### src/rtl/gate_codes_pkg.sv
// Shared 2-bit gate code definitions for the encoder/decoder pair, plus the
// decoder FSM state type and the code-to-line mapping.
package gate_codes_pkg;

  localparam logic [1:0] CODE_NONE = 2'b00;
  localparam logic [1:0] CODE_C    = 2'b01;
  localparam logic [1:0] CODE_B    = 2'b10;
  localparam logic [1:0] CODE_A    = 2'b11;

  typedef enum logic {
    IDLE = 1'b0,
    HOLD = 1'b1
  } state_e;

  // Returns the one-hot line vector {a, b, c} for a code; CODE_NONE maps to zero.
  function automatic logic [2:0] decode_code(input logic [1:0] code);
    logic [2:0] lines;
    lines = 3'b000;
    case (code)
      CODE_A:  lines = 3'b100;
      CODE_B:  lines = 3'b010;
      CODE_C:  lines = 3'b001;
      default: lines = 3'b000;
    endcase
    return lines;
  endfunction

endpackage

### src/rtl/sat_counter.sv
// Saturating up-counter with a synchronous clear that takes priority over increment.
module sat_counter #(
  parameter int W = 8
) (
  input  logic         clk,
  input  logic         rst_n,
  input  logic         clr,
  input  logic         inc,
  output logic [W-1:0] q
);

  logic [W-1:0] q_q;
  logic [W-1:0] q_d;

  always_comb begin
    q_d = q_q;
    if (clr) begin
      q_d = '0;
    end else if (inc && (q_q != '1)) begin
      q_d = q_q + W'(1);
    end
  end

  always_ff @(posedge clk or negedge rst_n) begin
    if (!rst_n) begin
      q_q <= '0;
    end else begin
      q_q <= q_d;
    end
  end

  assign q = q_q;

endmodule

### src/rtl/decoder_gate.sv
// Receive-side gate decoder: accepts a 2-bit code over valid/ready, stretches the
// decoded one-hot line to HOLD cycles, and keeps saturating per-line event counts.
module decoder_gate
  import gate_codes_pkg::*;
#(
  parameter int HOLD  = 4,
  parameter int CNT_W = 8
) (
  input  logic             clk,
  input  logic             rst_n,
  input  logic             in_valid,
  output logic             in_ready,
  input  logic [1:0]       inp,
  output logic             a_out,
  output logic             b_out,
  output logic             c_out,
  output logic             busy,
  input  logic             cnt_clr,
  output logic [CNT_W-1:0] cnt_a,
  output logic [CNT_W-1:0] cnt_b,
  output logic [CNT_W-1:0] cnt_c
);

  localparam int TW = (HOLD > 1) ? $clog2(HOLD) : 1;
  localparam logic [TW-1:0] TIMER_RELOAD = TW'(HOLD - 1);

  // Handshake: a code transfers on any rising edge where in_valid && in_ready;
  // while in_ready is low the source must hold inp and in_valid unchanged.

  state_e        state_q, state_d;
  logic [TW-1:0] timer_q, timer_d;
  logic [2:0]    line_q,  line_d;
  logic          accept;
  logic          code_nz;

  assign in_ready = (state_q == gate_codes_pkg::IDLE) || (timer_q == '0);
  assign accept   = in_valid && in_ready;
  assign code_nz  = (inp != CODE_NONE);

  always_comb begin
    state_d = state_q;
    timer_d = timer_q;
    line_d  = line_q;
    if (state_q == gate_codes_pkg::IDLE) begin
      if (accept && code_nz) begin
        state_d = gate_codes_pkg::HOLD;
        timer_d = TIMER_RELOAD;
        line_d  = decode_code(inp);
      end
    end else if (timer_q != '0) begin
      timer_d = timer_q - TW'(1);
    end else if (accept && code_nz) begin
      // Back-to-back reload on the last hold cycle keeps the pulse train gapless.
      timer_d = TIMER_RELOAD;
      line_d  = decode_code(inp);
    end else begin
      state_d = gate_codes_pkg::IDLE;
      line_d  = '0;
    end
  end

  always_ff @(posedge clk or negedge rst_n) begin
    if (!rst_n) begin
      state_q <= gate_codes_pkg::IDLE;
      timer_q <= '0;
      line_q  <= '0;
    end else begin
      state_q <= state_d;
      timer_q <= timer_d;
      line_q  <= line_d;
    end
  end

  assign a_out = line_q[2];
  assign b_out = line_q[1];
  assign c_out = line_q[0];
  assign busy  = (state_q == gate_codes_pkg::HOLD);

  sat_counter #(.W(CNT_W)) u_cnt_a (
    .clk   (clk),
    .rst_n (rst_n),
    .clr   (cnt_clr),
    .inc   (accept && (inp == CODE_A)),
    .q     (cnt_a)
  );

  sat_counter #(.W(CNT_W)) u_cnt_b (
    .clk   (clk),
    .rst_n (rst_n),
    .clr   (cnt_clr),
    .inc   (accept && (inp == CODE_B)),
    .q     (cnt_b)
  );

  sat_counter #(.W(CNT_W)) u_cnt_c (
    .clk   (clk),
    .rst_n (rst_n),
    .clr   (cnt_clr),
    .inc   (accept && (inp == CODE_C)),
    .q     (cnt_c)
  );

endmodule

### config.mk
export PLATFORM = sky130hd
export DESIGN_NAME = decoder_gate
export DESIGN_NICKNAME = d
export VERILOG_FILES = /design/src/rtl/gate_codes_pkg.sv /design/src/rtl/sat_counter.sv /design/src/rtl/decoder_gate.sv
export SDC_FILE = /design/constraint.sdc
export NUM_CORES = 1
export LEC_CHECK = 0
export ABC_AREA = 0
export BUFFER_PORTS_ARGS = -buffer_cell sky130_fd_sc_hd__buf_2
export CORE_ASPECT_RATIO = 0.75
export CORE_MARGIN = 2
export CORE_UTILIZATION = 40
export CTS_CLUSTER_DIAMETER = 100
export CTS_CLUSTER_SIZE = 8
export DETAILED_ROUTE_END_ITERATION = 10
export MAX_ROUTING_LAYER = met4
export PLACE_DENSITY_LB_ADDON = 0.1
export SYNTH_ARGS = -nofsm -noshare
export SYNTH_HDL_FRONTEND = slang
export SYNTH_SLANG_ARGS = --single-unit
### constraint.sdc
create_clock -name clk -period 2.75 [get_ports clk]
set_input_delay 0.275 -clock clk [delete_from_list [all_inputs] [get_ports clk]]
set_output_delay 0.275 -clock clk [all_outputs]
set_load 0.01 [all_outputs]
==> results of run 1 <==
## stage by stage
stage / hold WS [ps] / utilization [%] / cell area [µm²] / instances / total power [mW]
after CTS: 52.0 / 50.5 / 1900 / 253 / 1.22
after global placement: 348 / 48.0 / 1800 / 245 / 0.843
after floorplan: -20.6 / - / 1610 / 165 / 0.759
after global routing: 93.8 / 50.5 / 1900 / 253 / 1.28
final: 33.1 / 50.5 / 1900 / 253 / 1.20
after detailed placement: 361 / 48.0 / 1800 / 245 / 0.852
## cells by family (layout without fill, tap and decap cells)
| group | Yosys count | after routing | synth area share (%) |
|---|---|---|---|
| buffers and inverters | 11 | 47 | 4.36 |
| XOR/XNOR | 3 | 3 | 1.63 |
| flip-flops | 30 | 30 | 46.7 |
| multiplexers | 4 | 4 | 2.49 |
| AO/OA/AOI/OAI | 47 | 47 | 19.2 |
| adder cells (fa/ha/maj) | 3 | 3 | 2.33 |
| AND/OR/NAND/NOR | 67 | 67 | 23.3 |
## layout by cell type, fill, tap and decap left out, types with 2 or more instances in the layout
master / n
nand2_1: 11
o41ai_1: 2
o21ai_0: 11
and3b_1: 2
nor2_1: 13
nand4_1: 3
buf_2: 34
xor2_1: 3
dfrtp_1: 30
nand3_1: 12
clkbuf_8: 6
nand3b_1: 2
nor4_1: 4
ha_1: 3
o31ai_1: 7
or4_1: 7
inv_1: 4
mux2i_1: 4
or3_1: 5
a21oi_1: 19
## layout make-up
type                            instances  area [µm²]  share of cell area (%)
Multi-Input combinational cell        124         787                    41.5
Sequential cell                        30         751                    39.6
Timing Repair Buffer                   34         170                    8.98
Clock buffer                            7        86.3                    4.55
Tap cell                               52        65.1                    3.43
Inverter                                5        31.3                    1.65
Clock inverter                          1        5.00                   0.264
## final timing paths
check	start	to	cells after the start
min in group clk	inp[0]	busy	3
max in group asynchronous	rst_n	u_cnt_c.q[4]	1
worst max-delay path	u_cnt_a.q[0]	u_cnt_a.q[5]	5
worst min register to register	line_q[2]	line_q[2]	1
worst min-delay path	rst_n	line_q[1]	1
worst max register to register	u_cnt_a.q[0]	u_cnt_a.q[5]	5
## layer usage
metal  vias up  track usage, %  part of all wire [%]
li1        690               -                     -
met1       675            24.5                    51
met2        46            26.0                    42
met3         7            4.29                   5.2
met4         0            8.67                   1.6
met5         -               -                     0
## report_power, final
group / switching (mW) / total, mW / internal (mW)
registers: 0.0550 / 0.546 / 0.491
logic: 0.183 / 0.293 / 0.111
clock network: 0.162 / 0.363 / 0.201
total: 0.399 / 1.20 / 0.803
## sequential cells by signal, indices dropped and copies added (netlist names)
name and flops:
u_cnt_a.q 8, busy 1, timer_q 2, u_cnt_b.q 8
u_cnt_c.q 8, line_q 3
==> metrics.md, run 1 <==
| Metric | Value |
|---|---|
| Die width | 77.2 µm |
| Cts hold-fix bufs | 0 |
| Longest Clk Path Bufs | 2 |
| Worst Path Arrival | 1940 ps |
| Final setup skew | 6.21 ps |
| # clock sinks | 30 |
| Die H | 58.9 µm |
| Clk_lat worst skew | 280 ps |
| Final worst slack | 1010 ps |
| Pins Over Slew Limit | 0 |
| First-pass GRT wire length | 6.18 mm |
| CP bufs+invs | 0 |
| Worst Path Max Fanout | 14 |
| DRT antenna net count | 0 |
| Area share of the largest cell type after synthesis | 46.7% |
| Synth Cell Area | 1610 µm² |
| Port buffer count | 34 |
| GRT Util Overall | 18.2% |
| Core area | 3760 µm² |
| Final worst path period share | 63.2% |
| Layout cells sized above 1 | 24.4% |
| Max Cap Viol | 0 |
| H-tree depth | 2 |
| Worst setup EP type | register |
| Setup CP Type | register to register |
| CTS Buf Count | 5 |
| Site row count | 19 |
| Vias in the first global route | 1300 |
| Number of remaining DRC errors | 0 |
| EDFF count, synth | 0 |
| DIE AREA | 4550 µm² |
| Worst-path clk slew | 70 ps |
| WL per Instance | 14.3 µm |
| Pre-CTS setup slack | 1010 ps |
| PostCTS Resize Cnt | 0 |
| Vias/cell | 5.60 |
| Critical Path Source Type | register |
| Synth Area per Inst | 9.74 µm² |
| Post-CTS Setup Repair Bufs | 0 |
| Tightest Pin Transition | 680 ps |
| Largest net degree at the start of global routing | 31 |
| Clk root buf | clkbuf_8 |
| Top-level I/O count | 35 |
| Status | finished clean |
| Area growth syn-to-layout | 17.9% |
| Slowest CP cell | or4_1 |
| Seq cells post-synth | 30 |
| ANT cells | 0 |
| Pre-antenna DRT Iters | 4 |
| Total number of vias | 1418 |
| Final hold violation count | 0 |
| Post-synthesis sequential area ratio | 46.7% |
| Top cells by area, synth | dfrtp_1 (47%), a21oi_1 (5.9%), nand3_1 (3.7%) |
| Initial antenna violation count | 0 |
| Setup-failing EPs final | 0 |
| Worst hold path class | input port to asynchronous set/reset pin |
| Gpl congestion | 0.776 |
| Period minus WS final | 1740 ps |
| Total wire length | 3.61 mm |
| Pwr dens | 634 nW/µm² |
| Critical path's largest stage delay | 520 ps |
| CP top delay family | simple AND/OR/NAND/NOR gates |
| Peak VDD IR | 0.275 mV |
| Critical Path, Cell by Cell | ha_1, nand3_1, o211ai_4, or4_1, a21oi_1 |
| Number of distinct library cells after synthesis | 38 |
| Nets | 209 |
| Leakage | 0.859 nW |
| Starting Density | 42.8% |
| CTS tree | built |
| Top cells by count, synth | dfrtp_1 (30), a21oi_1 (19), nor2_1 (13), nand3_1 (12) |
| Setup TNS | 0 ps |
| Hpwl dp | 2.51 mm |
| GRT Residual Overflow | 0 |
| Drt initial violations | 114 |
| Most numerous cell in the Yosys netlist | dfrtp_1 |
| YS warnings | 0 |
| Synth Net Count | 174 |
| Fillcell total | 386 |
| Yosys top cell by area | dfrtp_1 |
| Fmax | 575 MHz |
| Post-synth ARST share | 100% |
| Critical path required time | 2950 ps |
| Slew margin rel. | 54.7% |
| FF-to-FF setup slack | 1010 ps |
| RSZ-0062 raised after global routing | no |
| Syn Inst Count | 165 |
| Ys flop type | dfrtp_1 |
No activity file was read; power rests on OpenSTA's default activity.
==> run 2: changes to the inputs <==
--- a/config.mk
+++ b/config.mk
@@ -5,7 +5,7 @@
 export SDC_FILE = /design/constraint.sdc
 export NUM_CORES = 1
 export LEC_CHECK = 0
-export ABC_AREA = 0
+export ABC_AREA = 1
 export BUFFER_PORTS_ARGS = -buffer_cell sky130_fd_sc_hd__buf_2
 export CORE_ASPECT_RATIO = 0.75
 export CORE_MARGIN = 2
==> constraint.sdc (replaced) <==
create_clock -name clk -period 1.7 [get_ports clk]
set_input_delay 0.17 -clock clk [delete_from_list [all_inputs] [get_ports clk]]
set_output_delay 0.17 -clock clk [all_outputs]
set_load 0.01 [all_outputs]
==> metrics.md, run 2 <==
| Metric | Value |
|---|---|
| H-tree depth | 2 (unchanged) |
| # clock sinks | 30 (unchanged) |
| Seq cells post-synth | 30 (unchanged) |
| Hold slack final | 200 ps (was 33.1 ps) |
| Synth Cell Area | 1770 µm² (was 1610 µm²) |
| Most frequent cells in the layout | nand2_1 (60), nand3_1 (52), buf_2 (34) (was buf_2 (34), dfrtp_1 (30), a21oi_1 (19)) |
| Core area | 4150 µm² (was 3760 µm²) |
| GRT Residual Overflow | 0 (unchanged) |
| Worst Path Max Fanout | 8 (was 14) |
| WL per Instance | 11.3 µm (was 14.3 µm) |
| Die H | 61.6 µm (was 58.9 µm) |
| Top cells by area, synth | dfrtp_1 (42%), nand3_1 (15%), nand2_1 (13%) (was dfrtp_1 (47%), a21oi_1 (5.9%), nand3_1 (3.7%)) |
| Top cells by count, synth | nand2_1 (60), nand3_1 (52), dfrtp_1 (30), nor2_1 (29), inv_1 (24) (was dfrtp_1 (30), a21oi_1 (19), nor2_1 (13), nand3_1 (12)) |
| Gpl congestion | 0.802 (was 0.776) |
| Site row count | 20 (was 19) |
| Total number of vias | 1613 (was 1418) |
| Starting Density | 42.6% (was 42.8%) |
| Final worst slack | 262 ps (was 1010 ps) |
| Initial antenna violation count | 0 (unchanged) |
| Setup-failing EPs final | 0 (unchanged) |
| DIE AREA | 4980 µm² (was 4550 µm²) |
| Multiplexer area fraction after synthesis | 0% (was 2.49%) |
| Slowest CP cell | dfrtp_1 (was or4_1) |
| Longest Clk Path Bufs | 2 (unchanged) |
| Fillcell total | 431 (was 386) |
| Worst hold path class | input port to register (was input port to asynchronous set/reset pin) |
| Post-CTS Setup Repair Bufs | 0 (unchanged) |
| Area share of fa/ha/maj cells after synthesis | 2.12% (was 2.33%) |
| Multi-input gate area | 906 µm² (was 787 µm²) |
| CP top delay family | flip-flops (was simple AND/OR/NAND/NOR gates) |
| Layout cells sized above 1 | 21.8% (was 24.4%) |
| Post-synthesis sequential area ratio | 42.4% (was 46.7%) |
| Xor/xnor share of the synthesized area | 2.48% (was 1.63%) |
| Worst-path clk slew | 70 ps (about the same) |
| Final worst path period share | 84.6% (was 63.2%) |
| Max Cap Viol | 0 (unchanged) |
| Synth Net Count | 253 (was 174) |
| Peak VDD IR | 0.495 mV (was 0.275 mV) |
| EDFF count, synth | 0 (unchanged) |
| GRT Util Overall | 18.2% (about the same) |
| Die width | 80.8 µm (was 77.2 µm) |
| Most used cell, CP | nand2_2 |
| Cell Area, Placed | 2010 µm² (was 1800 µm²) |
| Yosys top cell by area | dfrtp_1 (unchanged) |
| Clk root buf | clkbuf_8 (unchanged) |
| Critical path required time | 1920 ps (was 2950 ps) |
| Clk_lat worst skew | 280 ps (about the same) |
| Critical Path, Cell by Cell | ha_1, nand2_2, inv_2, nand2_2, o21ai_2, nand3_1, nand2_1 (was ha_1, nand3_1, o211ai_4, or4_1, a21oi_1) |
| Worst setup EP type | register (unchanged) |
| Post-synth ARST share | 100% (unchanged) |
| Leakage | 1.14 nW (was 0.859 nW) |
| ANT cells | 0 (unchanged) |
| Nets | 293 (was 209) |
| Vias in the first global route | 1425 (was 1300) |
| Compound-cell area share of the yosys netlist | 3.39% (was 19.2%) |
| Largest net degree at the start of global routing | 31 (unchanged) |
| Post-Synth Simple-Gate Area | 43.2% (was 23.3%) |
| Synth Area per Inst | 7.25 µm² (was 9.74 µm²) |
| CP bufs+invs | 1 (was 0) |
| Largest family of logic cells by synthesized area | simple AND/OR/NAND/NOR gates (unchanged) |
| Number of distinct library cells after synthesis | 23 (was 38) |
| Hpwl dp | 2.84 mm (was 2.51 mm) |
| Setup CP Type | register to register (unchanged) |
| Drt initial violations | 68 (was 114) |
| Final setup skew | 6.56 ps (was 6.21 ps) |
| Worst Path Arrival | 1660 ps (was 1940 ps) |
| Port buffer count | 34 (unchanged) |
| Tightest Pin Transition | 670 ps (was 680 ps) |
| Ys flop type | dfrtp_1 (unchanged) |
| Setup TNS | 0 ps (unchanged) |
| Pins Over Slew Limit | 0 (unchanged) |
| Pre-antenna DRT Iters | 4 (unchanged) |
| Period minus WS final | 1440 ps (was 1740 ps) |
| CTS Buf Count | 5 (unchanged) |
| Syn Inst Count | 244 (was 165) |
| Critical Path Source Type | register (unchanged) |
| Pwr dens | 898 nW/µm² (was 634 nW/µm²) |
| Final hold violation count | 0 (unchanged) |
| Number of remaining DRC errors | 0 (unchanged) |
| Total wire length | 3.85 mm (was 3.61 mm) |
| Vias/cell | 4.74 (was 5.60) |
| Register area | 751 µm² (unchanged) |
| Top-level I/O count | 35 (unchanged) |
| Fmax | 695 MHz (was 575 MHz) |
| CTS tree | built (unchanged) |
| First-pass GRT wire length | 6.62 mm (was 6.18 mm) |
| Slew margin rel. | 55.3% (was 54.7%) |
| RSZ-0062 raised after global routing | no (unchanged) |
| DRT antenna net count | 0 (unchanged) |
| Commonest non-fill, non-tap cell in the layout | nand2_1 (was buf_2) |
| Critical path's largest stage delay | 400 ps (was 520 ps) |
| Pre-CTS setup slack | 262 ps (was 1010 ps) |
| Cell area after layout | 2110 µm² (was 1900 µm²) |
| Area share of the largest cell type after synthesis | 42.4% (was 46.7%) |
| Status | finished clean (unchanged) |
| YS warnings | 0 (unchanged) |
| Most numerous cell in the Yosys netlist | nand2_1 (was dfrtp_1) |
| Area growth syn-to-layout | 19.2% (was 17.9%) |
run 2: cell types whose count changed after synthesis, moves of 9 or more:
cell,delta
nand2_2,+9
inv_1,+20
nand3_1,+40
o21ai_0,-9
nand2_1,+49
a21oi_1,-18
nor2_1,+16
run 2: area by class of cell:
class                      instances  share of cell area, %
timing repair buffer              37                   9.25
clock inverter                     1                  0.237
clock buffer                       7                   4.09
multi-input combinational        184                   42.9
tap                               55                   3.26
sequential                        30                   35.6
inverter                          26                   4.63
run 2: timing repair:
action	CTS	global route
resized for setup	0	0
endpoints found under the setup margin	0	0
hold buffers	1	0
endpoints found under the hold margin	30	0
run 2: kinds of logic (layout without fill, tap and decap cells):
family / after synthesis / after routing
xor gates and xnor gates: 5 / 5
AOI/OAI and AO/OA: 10 / 10
buffers and inverters: 30 / 71
adders and majority gates: 3 / 3
DFF: 30 / 30
and+or+nand+nor: 166 / 166
run 2: metal layers:
metal | track usage [%] | part of all wire [%] | up-vias
li1 | - | - | 870
met1 | 26.5 | 54 | 703
met2 | 24.6 | 40 | 33
met3 | 4.40 | 5.0 | 7
met4 | 5.81 | 1.3 | 0
met5 | - | 0 | -
run 2: path summary, 6_finish.rpt:
path / startpoint / endpoint / slack (ps) / cells after the start
max in group asynchronous: rst_n / u_cnt_c.q[1] / 800 / 2
max reg2reg: u_cnt_b.q[0] / u_cnt_b.q[4] / 260 / 7
min reg2reg: line_q[2] / line_q[2] / 510 / 2
min in group asynchronous: rst_n / line_q[1] / 460 / 2
max: u_cnt_b.q[0] / u_cnt_b.q[4] / 260 / 7
min: inp[0] / line_q[2] / 200 / 3
run 2: per-stage QoR:
stage,instances,power [mW],utilization [%]
6_report,340,1.89,50.8
5_1_grt,340,2.03,50.8
4_1_cts,340,1.92,50.8
3_5_place_dp,331,1.32,48.3
3_3_place_gp,331,1.32,48.3
2_1_floorplan,244,1.16,-
run 2: power by group:
part	total, mW	internal, mW	switching [mW]
clock	0.587	0.326	0.261
combinational	0.452	0.152	0.300
sequential	0.855	0.792	0.0633
total	1.89	1.27	0.625
run 2: tightest hold or removal path, cell delays in order:
cell and delay, ps:
buf_2 120, nand2_1 80, o21ai_0 70
